`src/rtl/compfloat_pkg.sv`:
```
// Shared opcode encoding and per-operand class record for the float comparator.
package compfloat_pkg;

  localparam int OP_W = 3;

  localparam logic [OP_W-1:0] OP_EQ   = 3'd0;
  localparam logic [OP_W-1:0] OP_LT   = 3'd1;
  localparam logic [OP_W-1:0] OP_LE   = 3'd2;
  localparam logic [OP_W-1:0] OP_GT   = 3'd3;
  localparam logic [OP_W-1:0] OP_GE   = 3'd4;
  localparam logic [OP_W-1:0] OP_NE   = 3'd5;
  localparam logic [OP_W-1:0] OP_UN   = 3'd6;
  localparam logic [OP_W-1:0] OP_RSVD = 3'd7;

  typedef struct packed {
    logic is_nan;
    logic is_snan;
    logic is_zero;
    logic sign;
  } cls_t;

endpackage

```
`src/rtl/compfloat_if.sv`:
```
// Transaction bus of the float comparator: operands/opcode in, result/unordered out.
// COMPFLOAT_INVALID_EN adds the invalid flag to the output side.
interface compfloat_if import compfloat_pkg::*; #(parameter int W = 32) ();

  logic            in_valid;
  logic [W-1:0]    a;
  logic [W-1:0]    b;
  logic [OP_W-1:0] op;
  logic            out_valid;
  logic            result;
  logic            unordered;

`ifdef COMPFLOAT_INVALID_EN
  logic            invalid;

  modport master (output in_valid, a, b, op, input out_valid, result, unordered, invalid);
  modport slave  (input in_valid, a, b, op, output out_valid, result, unordered, invalid);
`else
  modport master (output in_valid, a, b, op, input out_valid, result, unordered);
  modport slave  (input in_valid, a, b, op, output out_valid, result, unordered);
`endif

endinterface

```
`src/rtl/compfloat_classify.sv`:
```
// Combinational class decode of one IEEE-754-style operand (NaN, sNaN, zero, sign).
// Zero latency; no flow control.
module compfloat_classify import compfloat_pkg::*; #(
  parameter int EXP_W = 8,
  parameter int MAN_W = 23
) (
  input  logic [EXP_W+MAN_W:0] x,
  output cls_t                 cls
);

  logic [EXP_W-1:0] exp_f;
  logic [MAN_W-1:0] man_f;

  assign exp_f = x[EXP_W+MAN_W-1:MAN_W];
  assign man_f = x[MAN_W-1:0];

  assign cls.is_nan  = (&exp_f) && (|man_f);
  // Quiet NaNs carry the mantissa MSB set; anything else in the NaN space signals.
  assign cls.is_snan = cls.is_nan && !man_f[MAN_W-1];
  assign cls.is_zero = !(|exp_f) && !(|man_f);
  assign cls.sign    = x[EXP_W+MAN_W];

endmodule

```
`src/rtl/compfloat_multi.sv`:
```
// Multi-opcode float comparator: LATENCY ce-enabled cycles, one transaction per enabled cycle.
// No backpressure; ce=0 freezes every stage. COMPFLOAT_INVALID_EN adds the invalid output.
module compfloat_multi import compfloat_pkg::*; #(
  parameter int EXP_W   = 8,
  parameter int MAN_W   = 23,
  parameter int LATENCY = 2
) (
  input  logic        clk,
  input  logic        rst,
  input  logic        ce,
  compfloat_if.slave  io
);

  localparam int W = 1 + EXP_W + MAN_W;

  if (LATENCY < 2 || LATENCY > 6) begin : g_bad_latency
    $fatal(1, "compfloat_multi: LATENCY must be within 2..6");
  end

  cls_t cls_a, cls_b;

  compfloat_classify #(.EXP_W(EXP_W), .MAN_W(MAN_W)) u_cls_a (.x(io.a), .cls(cls_a));
  compfloat_classify #(.EXP_W(EXP_W), .MAN_W(MAN_W)) u_cls_b (.x(io.b), .cls(cls_b));

  logic            s1_vld;
  logic [OP_W-1:0] s1_op;
  cls_t            s1_ca, s1_cb;
  logic            s1_mag_lt, s1_mag_eq;

  always_ff @(posedge clk) begin
    if (rst) begin
      s1_vld    <= 1'b0;
      s1_op     <= '0;
      s1_ca     <= '0;
      s1_cb     <= '0;
      s1_mag_lt <= 1'b0;
      s1_mag_eq <= 1'b0;
    end else if (ce) begin
      s1_vld <= io.in_valid;
      if (io.in_valid) begin
        s1_op     <= io.op;
        s1_ca     <= cls_a;
        s1_cb     <= cls_b;
        s1_mag_lt <= io.a[W-2:0] <  io.b[W-2:0];
        s1_mag_eq <= io.a[W-2:0] == io.b[W-2:0];
      end
    end
  end

  logic both_zero, any_nan, lt, eq, res2;

  always_comb begin
    both_zero = s1_ca.is_zero && s1_cb.is_zero;
    any_nan   = s1_ca.is_nan || s1_cb.is_nan;
    lt        = 1'b0;
    eq        = 1'b0;
    if (both_zero) begin
      eq = 1'b1;
    end else if (s1_ca.sign != s1_cb.sign) begin
      lt = s1_ca.sign;
    end else begin
      // Sign-magnitude: for negatives the larger magnitude is the smaller value.
      eq = s1_mag_eq;
      lt = s1_ca.sign ? (!s1_mag_lt && !s1_mag_eq) : s1_mag_lt;
    end

    res2 = 1'b0;
    if (any_nan) begin
      res2 = (s1_op == OP_NE) || (s1_op == OP_UN);
    end else begin
      case (s1_op)
        OP_EQ:   res2 = eq;
        OP_LT:   res2 = lt;
        OP_LE:   res2 = lt || eq;
        OP_GT:   res2 = !lt && !eq;
        OP_GE:   res2 = !lt;
        OP_NE:   res2 = !eq;
        default: res2 = 1'b0;
      endcase
    end
  end

`ifdef COMPFLOAT_INVALID_EN
  logic inv2;
  assign inv2 = s1_ca.is_snan || s1_cb.is_snan ||
                (any_nan && (s1_op >= OP_LT) && (s1_op <= OP_GE));
  logic pinv [2:LATENCY];
`else
  logic unused_snan;
  assign unused_snan = s1_ca.is_snan | s1_cb.is_snan;
`endif

  // Stage 2 onward; payload only moves with a valid so outputs hold across bubbles.
  logic pv   [2:LATENCY];
  logic pres [2:LATENCY];
  logic pun  [2:LATENCY];

  always_ff @(posedge clk) begin
    if (rst) begin
      for (int k = 2; k <= LATENCY; k++) begin
        pv[k]   <= 1'b0;
        pres[k] <= 1'b0;
        pun[k]  <= 1'b0;
`ifdef COMPFLOAT_INVALID_EN
        pinv[k] <= 1'b0;
`endif
      end
    end else if (ce) begin
      pv[2] <= s1_vld;
      if (s1_vld) begin
        pres[2] <= res2;
        pun[2]  <= any_nan;
`ifdef COMPFLOAT_INVALID_EN
        pinv[2] <= inv2;
`endif
      end
      for (int k = 3; k <= LATENCY; k++) begin
        pv[k] <= pv[k-1];
        if (pv[k-1]) begin
          pres[k] <= pres[k-1];
          pun[k]  <= pun[k-1];
`ifdef COMPFLOAT_INVALID_EN
          pinv[k] <= pinv[k-1];
`endif
        end
      end
    end
  end

  assign io.out_valid = pv[LATENCY];
  assign io.result    = pres[LATENCY];
  assign io.unordered = pun[LATENCY];
`ifdef COMPFLOAT_INVALID_EN
  assign io.invalid   = pinv[LATENCY];
`endif

endmodule

```
`src/flat_wrapper.sv`:
```
// flat-port wrapper written by rule: the top's interface ports become plain ports
module compfloat_multi_flat import compfloat_pkg::*;
#(
  parameter int EXP_W   = 8,
  parameter int MAN_W   = 23,
  parameter int LATENCY = 2
)
  (clk, rst, ce, io_in_valid, io_a, io_b, io_op, io_out_valid, io_result, io_unordered);
  compfloat_if #(.W(32)) io_i ();
  input  logic clk;
  input  logic rst;
  input  logic ce;
  input wire logic [$bits(io_i.in_valid)-1:0] io_in_valid;
  input wire logic [$bits(io_i.a)-1:0] io_a;
  input wire logic [$bits(io_i.b)-1:0] io_b;
  input wire logic [$bits(io_i.op)-1:0] io_op;
  output wire logic [$bits(io_i.out_valid)-1:0] io_out_valid;
  output wire logic [$bits(io_i.result)-1:0] io_result;
  output wire logic [$bits(io_i.unordered)-1:0] io_unordered;
  assign io_i.in_valid = io_in_valid;
  assign io_i.a = io_a;
  assign io_i.b = io_b;
  assign io_i.op = io_op;
  assign io_out_valid = io_i.out_valid;
  assign io_result = io_i.result;
  assign io_unordered = io_i.unordered;
  compfloat_multi #(.EXP_W(EXP_W), .MAN_W(MAN_W), .LATENCY(LATENCY)) u_core (.clk(clk), .rst(rst), .ce(ce), .io(io_i));
endmodule
```
`config.mk`:
```
export PLATFORM = sky130hd
export DESIGN_NAME = compfloat_multi_flat
export DESIGN_NICKNAME = d
export VERILOG_FILES = /design/src/rtl/compfloat_pkg.sv /design/src/rtl/compfloat_if.sv /design/src/rtl/compfloat_classify.sv /design/src/rtl/compfloat_multi.sv /design/src/flat_wrapper.sv
export SDC_FILE = /design/constraint.sdc
export NUM_CORES = 1
export LEC_CHECK = 0
export CELL_PAD_IN_SITES_DETAIL_PLACEMENT = 0
export CELL_PAD_IN_SITES_GLOBAL_PLACEMENT = 2
export CORE_ASPECT_RATIO = 0.6
export CORE_MARGIN = 5
export CORE_UTILIZATION = 23
export CTS_BUF_LIST = sky130_fd_sc_hd__clkbuf_4
export CTS_CLUSTER_DIAMETER = 40
export DETAILED_ROUTE_END_ITERATION = 12
export PLACE_DENSITY_LB_ADDON = 0.3
export SLEW_MARGIN = 25
export SYNTH_ARGS = -nofsm -noshare
export SYNTH_HDL_FRONTEND = slang
export SYNTH_HIERARCHICAL = 1
export SYNTH_SLANG_ARGS = --single-unit
```
`constraint.sdc`:
```
create_clock -name clk -period 2 [get_ports clk]
set_input_delay 0.4 -clock clk [delete_from_list [all_inputs] [get_ports clk]]
set_output_delay 0.4 -clock clk [all_outputs]
set_load 0.1 [all_outputs]
```
=== Yosys cells after proc, flatten, opt, wreduce, memory -nomap -nowiden ===
Memory sizes are Yosys's and may differ from the RTL's.
Index checks and enable logic that the tools add are counted.

* Equality and inequality tests: 8
* Order comparisons: 1
* Mux-type cells: 19
* Bitwise gates (word level): 3
* Reductions and logical operators: 26

{| class="wikitable"
|+ Operators with widths
! kind !! number
|-
| 23-bit OR reduction || 2
|-
| 31-bit == test || 1
|-
| 31-bit < comparator || 1
|-
| 1-bit 2-to-1 mux || 18
|-
| 8-bit AND reduction || 2
|-
| 8-bit OR reduction || 2
|-
| 3-bit == test, second input constant || 3
|-
| 1-bit logical NOT || 8
|-
| 1-bit logical AND || 7
|-
| 3-bit by 2-bit == test with 1-bit output, second input constant || 2
|-
| 1-bit case mux with 6 select lines || 1
|-
| 3-bit by 1-bit == test with 1-bit output, second input constant || 1
|-
| 3-bit logical NOT || 1
|-
| 1-bit logical OR || 3
|-
| 1-bit bitwise OR || 3
|-
| 2-bit AND reduction || 1
|-
| 1-bit != test || 1
|}

* Flip-flop bits (word level): 12
* Input port bits: 71
* Logic and storage cells: 70
* Output and inout port bits: 3
* Memory bits (writable): 3
* Memories kept: 3

{| class="wikitable"
|+ Memories
! name !! depth !! width !! rd ports !! clocked after memory_dff !! wr ports !! line !! source
|-
| u_core.pres || 1 || 1 || 1 || 0 || 1 || compfloat_multi.sv:95 || <nowiki>logic pres [2:LATENCY];</nowiki>
|-
| u_core.pun || 1 || 1 || 1 || 0 || 1 || compfloat_multi.sv:96 || <nowiki>logic pun [2:LATENCY];</nowiki>
|-
| u_core.pv || 1 || 1 || 1 || 0 || 1 || compfloat_multi.sv:94 || <nowiki>logic pv [2:LATENCY];</nowiki>
|}

=== Depth between registers and ports, before layout ===
* Depth in word-level cells: 10
* Depth in mapped cells: 8
* Depth with buffers taken out: 8

=== By module ===
The synthesis kept the hierarchy.

{| class="wikitable"
|+ Modules (own cells, without submodules)
! module !! area each (um2) !! instances !! seq. area each (um2) !! cells each
|-
| compfloat_multi || 1,435.1 || 1 || 330.3 || 189
|-
| compfloat_classify || 115.1 || 2 || 0.0 || 16
|}

=== Least setup slack after synthesis ===
Ideal clock, no wire load.

* Path kind: input port to flip-flop
* Start point: input io_b[29]
* End point: register u_core.s1_mag_lt
* Data required time: 1,884 ps
* Stages: 7
* Arrival: 1,745 ps
* Slack: 139 ps
* Library setup time: 116 ps
* Path buffers: 0
* Cells stage by stage: inv_1 -> ha_1 -> nand4_2 -> or4_4 -> nor3_2 -> a211o_1 -> a21oi_1

* Longest elaborated chain between the ends: 1

{| class="wikitable"
|+ Ends and longest elaborated chain
! what !! line !! source
|-
| start: declaration || flat_wrapper.sv:15 || <nowiki>input wire logic [$bits(io_i.b)-1:0] io_b;</nowiki>
|-
| 31-bit < comparator || compfloat_multi.sv:44 || <nowiki>s1_mag_lt <= io.a[W-2:0] < io.b[W-2:0];</nowiki>
|-
| end signal: assignment || compfloat_multi.sv:44 ||
|-
| end: declaration || compfloat_multi.sv:28 || <nowiki>logic s1_mag_lt, s1_mag_eq;</nowiki>
|}

No other way between the ends.
A chain may end at the register's enable or synchronous reset.

=== Worst setup path after layout ===
* Start point: input io_b[16]
* End point: register u_core.s1_mag_lt

Same word-level chain as after synthesis.

==> results.yml <==
run_status:
  outcome: "finished, final reports clean"
cts:
  clk_root_buffer_cell: "clkbuf_4"
  tritoncts.num_buffers: 3
  clock_tree.htree_level_count: 1
  clock_tree_from_tritoncts: "done"
  clkTransAtPathRegs_ns: 0.09
  clock_latency_ns: 0.28
  clock_sinks: 15
  holdBufCountCts: 0
  cts_buffer_depth: 2
setup_path:
  worstSetupEndpoint: "u_core/s1_mag_lt$_SDFFE_PP0P_"
  cp.arrival_ns: 2.14
  timing.rr.start: "u_core/s1_mag_eq$_SDFFE_PP0P_"
  timing.critical_path.from_type: "input port"
  critical_path.endpoint_type: "flip-flop"
  crit_type: "in -> reg"
  worst-endpoint-required_ns: 2.22
  critical_path.max_fanout: 2
  timing.reg2reg.setup_slack_ns: 0.38
  reg2reg_to: "u_core/pres[2]$_DFFE_PP_"
  ff2ff_path_depth: 6
  worst_setup_path_startpoint: "io_b[16]"
min_path:
  hp-class: "reg -> reg"
timing:
  totalNegativeSetupSlack_ns: 0
  final-max-slew-violation-count: 0
  final.setup_skew_ns: 0.002026
  finalHoldWorstSlack_ns: 0.4673
  post_route_minimum_period_ns: 1.923
  hold_violations: 0
  unrepaired_setup_endpoints_after_global_routing: "false"
  clock.fmax_mhz: 520.1
  finalSetupViolCount: 0
  finalCritPeriodShare_pct: 96.14
  timing.slew.headroom_pct: 69.46
  timing_worst_slew_pin_value_ns: 0.4581
synthesis:
  postSynthCellCount: 219
  postSynthNetCount: 321
  synthesis_warning_total: 6
  synth_area_per_cell_um2: 7.524
  post_synth_instance_area_mm2: 0.001648
detailed_routing:
  drt_first_pass_iters: 4
  number_of_vias_per_cell: 4.563
  total_via_count_after_detailed_routing: 1921
  detail_route.drc_violations: 0
  antenna_viol_nets_final: 0
  drt-wirelength-per-cell_um: 15.22
  postRouteWirelength_um: 6409
  detailed_router_s_first_iteration_violation_count: 113
placement:
  dp_hpwl_um: 5330
  finalWeightedCongestion: 0.7461
  place.port_buffers: 73
  dpl-instance-area_mm2: 0.002758
  post-place-cells: 415
finish:
  final_design_area_no_fill_mm2: 0.003090
  num_antenna_cells: 0
  most_common_cell_after_layout_fill_and_taps_aside: "buf_4"
  layout_overhead_on_the_synthesized_area_pct: 87.55
  utilization_pct: 45.31
  most-common-layout-cells: "buf_4 (46), clkdlybuf4s50_1 (35), nand2_1 (29)"
  layout.cells.non_filler: 421
  drive_gt1_share_pct: 31.14
  final_net_count: 437
pwr:
  p_leak_nw: 1.392
  p_clk_share_pct: 18.3
  seqPwrFrac_pct: 31.5
  power_density_mw_per_mm2: 334.9
  pwr-share-comb_pct: 50.2
  p_sw_mw: 0.3407
  max-vdd-ir-drop_mv: 0.1266
  intPower_mw: 0.6942
  switching_share_pct: 32.92
global_route:
  grt_antenna_before_repair: 0
  grt_overflow_total: 0
  pin_count_of_the_biggest_net_entering_global_routing: 15
  globalRouteTotalUtil_pct: 14.38
  first_global_vias: 1939
  grt_first_pass_wirelength_um: 10110
die:
  design.core.area_mm2: 0.006820
  fp.dieH_um: 75.57
  die_width_um: 119.3
  fp-row-count: 23
  start_util_pct: 24.16
  floorplan.die_area_mm2: 0.009013
  io_pins: 74
run:
  max_cap_check_violation_count: 0
==> worst min path at each step <==
stage	startpoint	endpoint	slack [ns]	depth (start not counted)
after global placement	u_core/s1_ca[1]$_SDFFE_PP0P_	u_core/s1_ca[1]$_SDFFE_PP0P_	0.45	2
after floorplan	u_core/s1_ca[1]$_SDFFE_PP0P_	u_core/s1_ca[1]$_SDFFE_PP0P_	0.44	2
after CTS	u_core/s1_cb[1]$_SDFFE_PP0P_	u_core/s1_cb[1]$_SDFFE_PP0P_	0.47	2
after global routing	u_core/s1_vld$_SDFFE_PP0P_	u_core/s1_vld$_SDFFE_PP0P_	0.50	2
final	u_core/s1_ca[1]$_SDFFE_PP0P_	u_core/s1_ca[1]$_SDFFE_PP0P_	0.47	2
after detailed placement	u_core/s1_cb[1]$_SDFFE_PP0P_	u_core/s1_cb[1]$_SDFFE_PP0P_	0.45	2
==> state kept, by name, indices dropped and copies added (netlist names) <==
| signal | flops |
|---|---|
| u_core/s1_vld | 1 |
| u_core/s1_mag_lt | 1 |
| u_core/pun | 1 |
| u_core/s1_mag_eq | 1 |
| u_core/s1_op | 3 |
| u_core/s1_cb | 3 |
| u_core/pv | 1 |
| u_core/pres | 1 |
| u_core/s1_ca | 3 |
==> what timing repair did <==
action,CTS,global route
setup endpoints to repair,2,2
pin swaps,18,20
resized for setup,57,34
buffers inserted,1,1
==> power groups by stage <==
stage | Clock, mW | Sequential [mW] | Combinational, mW
finish | 0.189 | 0.326 | 0.519
global route | 0.218 | 0.328 | 0.569
CTS | 0.194 | 0.326 | 0.492
detailed placement | 0 | 0.333 | 0.445
global placement | 0 | 0.333 | 0.444
floorplan | 0 | 0.354 | 0.145
==> layer usage <==
metal | GRT usage [%] | up-vias | share of wire (%)
li1 | - | 1023 | -
met1 | 22.82 | 845 | 57
met2 | 19.95 | 53 | 37
met3 | 3.635 | 0 | 6.2
met4 | 0.7702 | 0 | 0
met5 | 0 | - | 0
==> cell type report <==
type                    instances  area (µm²)
fillers                       732        3730
multi-input cells             166        1449
inverters                      33       123.9
well taps                      87       108.9
repair buffers                116        1049
flip-flops and latches         15       330.3
clock buffers                   4       30.03
==> metrics by stage <==
step / setup slack, ns / power (mW)
final: 0.07721 / 1.035
after CTS: 0.005716 / 1.012
after global placement: -0.5024 / 0.7769
after global routing: 0.005760 / 1.115
after detailed placement: -0.5818 / 0.7784
after floorplan: 0.1388 / 0.4991
==> worst max-delay path, cell delays in order <==
cell             delay, ns
clkdlybuf4s50_1       0.49
inv_1                 0.06
ha_1                  0.29
a21oi_1               0.16
nor2_1                0.07
a211oi_2              0.21
o21ai_1               0.10
a211o_1               0.23
a21oi_1               0.13
Note: power is estimated with default switching activity, not from simulation.
